File: src/rtl/switch_debouncer_if.sv
// Switch conditioning bus: raw pins and enable in, settled vector and edge pulses out.
// The debouncer is the slave; whoever supplies pins and enable is the master.
interface switch_debouncer_if #(
  parameter int unsigned WIDTH = 15
);
  logic             EN;
  logic [WIDTH-1:0] SW_RAW;
  logic [WIDTH-1:0] SW_OUT;
  logic             SW_CHANGED;
  logic [WIDTH-1:0] SW_RISE;
  logic [WIDTH-1:0] SW_FALL;

  modport master (
    output EN,
    output SW_RAW,
    input  SW_OUT,
    input  SW_CHANGED,
    input  SW_RISE,
    input  SW_FALL
  );

  modport slave (
    input  EN,
    input  SW_RAW,
    output SW_OUT,
    output SW_CHANGED,
    output SW_RISE,
    output SW_FALL
  );
endinterface

File: src/rtl/switch_debouncer.sv
// Per-bit synchroniser and tick-sampled debouncer feeding the AHB switch-input SWITCH bus.
// A bit accepts a new level only after STABLE_TICKS consecutive ticks of mismatch.
module switch_debouncer #(
  parameter int unsigned WIDTH        = 15,
  parameter int unsigned SYNC_STAGES  = 2,
  parameter int unsigned TICK_DIV     = 50000,
  parameter int unsigned STABLE_TICKS = 10
) (
  input logic              HCLK,
  input logic              HRESET,
  switch_debouncer_if.slave sw
);

  localparam int unsigned PW = (TICK_DIV > 1) ? $clog2(TICK_DIV) : 1;
  localparam int unsigned CW = $clog2(STABLE_TICKS + 1);
  localparam logic [PW-1:0] PrescMax = PW'(TICK_DIV - 1);
  localparam logic [CW-1:0] CntMax   = CW'(STABLE_TICKS - 1);

  logic [SYNC_STAGES-1:0][WIDTH-1:0] sync_q;
  logic [WIDTH-1:0]                  sync_w;

  logic [PW-1:0]           presc_q, presc_d;
  logic                    tick;
  logic [WIDTH-1:0][CW-1:0] cnt_q, cnt_d;
  logic [WIDTH-1:0]        out_q, out_d;
  logic [WIDTH-1:0]        rise_q, rise_d;
  logic [WIDTH-1:0]        fall_q, fall_d;
  logic                    changed_q, changed_d;

  assign sync_w = sync_q[SYNC_STAGES-1];

  // Synchroniser keeps sampling regardless of EN.
  always_ff @(posedge HCLK or posedge HRESET) begin
    if (HRESET) begin
      sync_q <= '0;
    end else begin
      sync_q[0] <= sw.SW_RAW;
      for (int s = 1; s < SYNC_STAGES; s++) begin
        sync_q[s] <= sync_q[s-1];
      end
    end
  end

  always_comb begin
    tick    = sw.EN && (presc_q == PrescMax);
    presc_d = presc_q;
    if (sw.EN) begin
      presc_d = tick ? '0 : presc_q + PW'(1);
    end
  end

  always_comb begin
    cnt_d  = cnt_q;
    out_d  = out_q;
    rise_d = '0;
    fall_d = '0;
    if (tick) begin
      for (int i = 0; i < WIDTH; i++) begin
        if (sync_w[i] == out_q[i]) begin
          cnt_d[i] = '0;
        end else if (cnt_q[i] == CntMax) begin
          out_d[i]  = sync_w[i];
          cnt_d[i]  = '0;
          rise_d[i] = sync_w[i];
          fall_d[i] = ~sync_w[i];
        end else begin
          cnt_d[i] = cnt_q[i] + CW'(1);
        end
      end
    end
    changed_d = |(rise_d | fall_d);
  end

  always_ff @(posedge HCLK or posedge HRESET) begin
    if (HRESET) begin
      presc_q   <= '0;
      cnt_q     <= '0;
      out_q     <= '0;
      rise_q    <= '0;
      fall_q    <= '0;
      changed_q <= 1'b0;
    end else begin
      presc_q   <= presc_d;
      cnt_q     <= cnt_d;
      out_q     <= out_d;
      rise_q    <= rise_d;
      fall_q    <= fall_d;
      changed_q <= changed_d;
    end
  end

  assign sw.SW_OUT     = out_q;
  assign sw.SW_RISE    = rise_q;
  assign sw.SW_FALL    = fall_q;
  assign sw.SW_CHANGED = changed_q;

endmodule
File: src/flat_wrapper.sv
// flat-port wrapper written by rule: the top's interface ports become plain ports
module switch_debouncer_flat 
#(
  parameter int unsigned WIDTH        = 15,
  parameter int unsigned SYNC_STAGES  = 2,
  parameter int unsigned TICK_DIV     = 50000,
  parameter int unsigned STABLE_TICKS = 10
)
  (HCLK, HRESET, sw_EN, sw_SW_RAW, sw_SW_OUT, sw_SW_CHANGED, sw_SW_RISE, sw_SW_FALL);
  switch_debouncer_if #(.WIDTH(WIDTH)) sw_i ();
  input logic HCLK;
  input logic HRESET;
  input wire logic [$bits(sw_i.EN)-1:0] sw_EN;
  input wire logic [$bits(sw_i.SW_RAW)-1:0] sw_SW_RAW;
  output wire logic [$bits(sw_i.SW_OUT)-1:0] sw_SW_OUT;
  output wire logic [$bits(sw_i.SW_CHANGED)-1:0] sw_SW_CHANGED;
  output wire logic [$bits(sw_i.SW_RISE)-1:0] sw_SW_RISE;
  output wire logic [$bits(sw_i.SW_FALL)-1:0] sw_SW_FALL;
  assign sw_i.EN = sw_EN;
  assign sw_i.SW_RAW = sw_SW_RAW;
  assign sw_SW_OUT = sw_i.SW_OUT;
  assign sw_SW_CHANGED = sw_i.SW_CHANGED;
  assign sw_SW_RISE = sw_i.SW_RISE;
  assign sw_SW_FALL = sw_i.SW_FALL;
  switch_debouncer #(.WIDTH(WIDTH), .SYNC_STAGES(SYNC_STAGES), .TICK_DIV(TICK_DIV), .STABLE_TICKS(STABLE_TICKS)) u_core (.HCLK(HCLK), .HRESET(HRESET), .sw(sw_i));
endmodule
File: config.mk
export PLATFORM = sky130hd
export DESIGN_NAME = switch_debouncer_flat
export DESIGN_NICKNAME = d
export VERILOG_FILES = /design/src/rtl/switch_debouncer_if.sv /design/src/rtl/switch_debouncer.sv /design/src/flat_wrapper.sv
export SDC_FILE = /design/constraint.sdc
export NUM_CORES = 1
export LEC_CHECK = 0
export CORE_ASPECT_RATIO = 1.2
export CORE_MARGIN = 8
export CORE_UTILIZATION = 30
export DETAILED_ROUTE_END_ITERATION = 12
export GPL_ROUTABILITY_DRIVEN = 0
export HOLD_SLACK_MARGIN = 0.02
export PLACE_DENSITY = 0.52
export SLEW_MARGIN = 20
export SYNTH_ARGS = -nofsm -noshare
export SYNTH_HDL_FRONTEND = slang
export SYNTH_SLANG_ARGS = --single-unit
export TNS_END_PERCENT = 30
File: constraint.sdc
create_clock -name HCLK -period 7.11 [get_ports HCLK]
set_input_delay 1.422 -clock HCLK [delete_from_list [all_inputs] [get_ports HCLK]]
set_output_delay 1.422 -clock HCLK [all_outputs]
set_load 0.005 [all_outputs]
==> out/metrics.csv <==
metric,value,unit
total of max-cap violations,0,
"Reg clk slew, reported paths",60,ps
Worst Hold Depth,0,
Critical Path AT,3900,ps
number of CTS-inserted buffers,17,
fin crit period,3550,ps
# setup viols final,0,
gr ovfl total,0,
Crit. Startpoint,sw_EN,
RR Startpoint,u_core.presc_q[1],
antenna fix cells,0,
dpl cells,948,
critical path type,in2reg,
Synth top area share,55.6,%
Post-synth EDFFs,0,
f_max,282,MHz
post-synthesis sequential area ratio,55.6,%
Post-CTS Setup Bufs,0,
Unique masters post-synth,46,
Worst R2R Path Depth,6,
Final HPWL DP,10.1,mm
Core Region,22400,um2
CTS root buf,clkbuf_16,
total area of sequential cells,3800,um2
total iterations of the first detailed-routing run,5,
H-tree levels,4,
HP Class,reg2reg,
Ys Warns,0,
hold buffers post-CTS,0,
total power,1.96,mW
synthesized area per cell,11.1,um2
residual DRC count,0,
RSZ-0062 raised after global routing,no,
CTS Buffer Depth,2,
share of layout cells above drive strength 1,12.7,%
first-pass GRT wire length,25.1,mm
cts repair resizes,0,
final setup TNS,0,ps
clk_skew,6.97,ps
Hold Path End,u_core.sync_w[7],
slew margin rel.,43.5,%
fin cells,980,
Initial Utilization,30.5,%
hold path start,u_core.sync_q[7],
Leak,3.74,nW
I/O pins,64,
final hold vios,0,
die area,27900,um2
Syn Inst Count,618,
crit end category,flop,
Power Dens Cells,233,nW/um2
fillers,2115,
final net count,737,
worst-path cell chain,clkdlybuf4s50_1 > and3_1 > and3_1 > and2_1 > buf_4 > and3_1,
"CP delay by family, top",simple AND/OR/NAND/NOR gates,
DRT Wirelength,14.6,mm
outcome,"finished, final reports clean",
area occupied by multi-input gates,2870,um2
via count,4755,
Worst VDD drop,160,uV
site row count,60,
Die Height,181,um
initial antenna violation count,0,
die width,154,um
"FF+latch count, synth",152,
ys async rst share,100,%
antenna-violating nets left,0,
CP startpoint kind,input port,
CP Buf/Inv Count,2,
"Slowest-stage cell, CP",clkdlybuf4s50_1,
"area leader, netlist",dfrtp_1,
"Area growth, synth to finish",23.0,%
Max stage delay on crit path,630,ps
dominant synthesized flop cell,dfrtp_1,
synth top area cells,"dfrtp_1 56%, ha_1 5.7%, o21ai_0 4.2%",
largest net degree at the start of global routing,95,
clk_lat worst skew,420,ps
Num Clock Sinks,152,
CP required,7460,ps
DR iter-0 viols,205,
Final Cycle Share,49.9,%
r2r setup slk,4670,ps
gr usage total,11.1,%
most frequent cells after synthesis,"152 x dfrtp_1, 57 x o21ai_0, 52 x nand2_1, 51 x nor2_1, 31 x ha_1",
Worst-Margin Slew,847,ps
IO buf count,63,
reg2reg end,u_core.sw.SW_RISE[8],
TritonCTS clock tree,built,
Mapped Area,6840,um2
Avg WL per Cell,14.9,um
vias in the first global route,5035,
Max Transition Viols Final,0,
crit path max fanout,17,
top-count cell post-synth,dfrtp_1,
"most used cell, CP",and3_1,
Vias/cell,4.85,
syn_nets,667,
[through the flow]
stage	hold WS, ps	worst slack, ps	utilization (%)	instance area [um2]
global route	355	3390	37.5	8420
global placement	334	3200	34.7	7780
CTS	349	3550	37.5	8420
finish	347	3560	37.5	8420
detailed placement	336	3100	34.7	7780
floorplan	331	1590	-	6840
[where the power goes]
part           total (mW)  internal (mW)  switching (mW)
logic              0.0690         0.0314          0.0376
clock network       0.979          0.625           0.354
registers           0.916          0.888          0.0284
[state kept, by name, indices dropped and copies added, names as in the netlist]
name,count
u_core.cnt_q,60
u_core.presc_q,16
u_core.sw.SW_FALL,15
u_core.sw.SW_OUT,15
u_core.sw.SW_RISE,15
u_core.sync_q,15
u_core.sync_w,15
u_core.sw.SW_CHANGED,1
[cells by family after synthesis]
kind of cell / count (synthesis) / share of synthesized area (%)
DFF: 152 / 55.6
adders and majority gates: 31 / 5.67
AOI/OAI and AO/OA: 85 / 7.79
and+or+nand+nor: 267 / 22.4
buffers and inverters: 40 / 2.50
xor gates and xnor gates: 27 / 3.46
muxes: 16 / 2.61
[metal layers]
layer  up-vias  routed length [um]  GRT usage, %
li1       2297                   -             -
met5         -                   0             0
met3        15                 487          2.92
met2        56                7630          19.3
met1      2387                6200          12.5
met4         0                 265          4.95
[worst max path at each step]
| stage | endpoint | slack [ps] | cells after the start |
|---|---|---|---|
| after floorplan | u_core.cnt_q[0] | 1590 | 1 |
| after global placement | u_core.sw.SW_RISE[8] | 3200 | 6 |
| after detailed placement | u_core.cnt_q[37] | 3100 | 6 |
| after CTS | u_core.sw.SW_RISE[8] | 3550 | 6 |
| after global routing | u_core.cnt_q[41] | 3390 | 6 |
| final | u_core.sw.SW_RISE[8] | 3560 | 6 |
[layout make-up]
type	instances	share of cell area (%)
clock inverters	11	2.33
inverters	24	1.13
multi-input cells	426	34.1
repair buffers	67	7.85
flip-flops and latches	152	45.2
well taps	279	4.15
clock buffers	21	5.23
[layout by cell type (no fill, tap or decap), drive strengths merged, types with 2 or more instances in the layout]
master | netlist | layout
dfrtp | 152 | 152
clkdlybuf4s50 | 0 | 63
o21ai | 61 | 61
nand2 | 52 | 52
nor2 | 51 | 51
ha | 31 | 31
nand3 | 29 | 29
nand2b | 26 | 26
inv | 24 | 25
xnor2 | 22 | 22
clkbuf | 9 | 21
or3 | 16 | 16
nand3b | 15 | 15
mux2 | 15 | 15
or4 | 15 | 15
o211ai | 14 | 14
or2 | 13 | 13
and3 | 12 | 12
nor4 | 11 | 11
nor4b | 7 | 7
nand4 | 6 | 6
xor2 | 5 | 5
bufinv | 0 | 5
buf | 7 | 4
and4 | 4 | 4
o22ai | 3 | 3
clkinv | 0 | 3
and4bb | 2 | 2
nor3 | 2 | 2
o21bai | 2 | 2
clkinvlp | 0 | 2
[worst register-to-register path: stages (launching register included)]
cell,delay (ps)
dfrtp_1,380
ha_1,200
and3_1,180
and3_1,510
and2_1,560
buf_4,340
and3_1,190
Note: power is estimated with default switching activity, not from simulation.
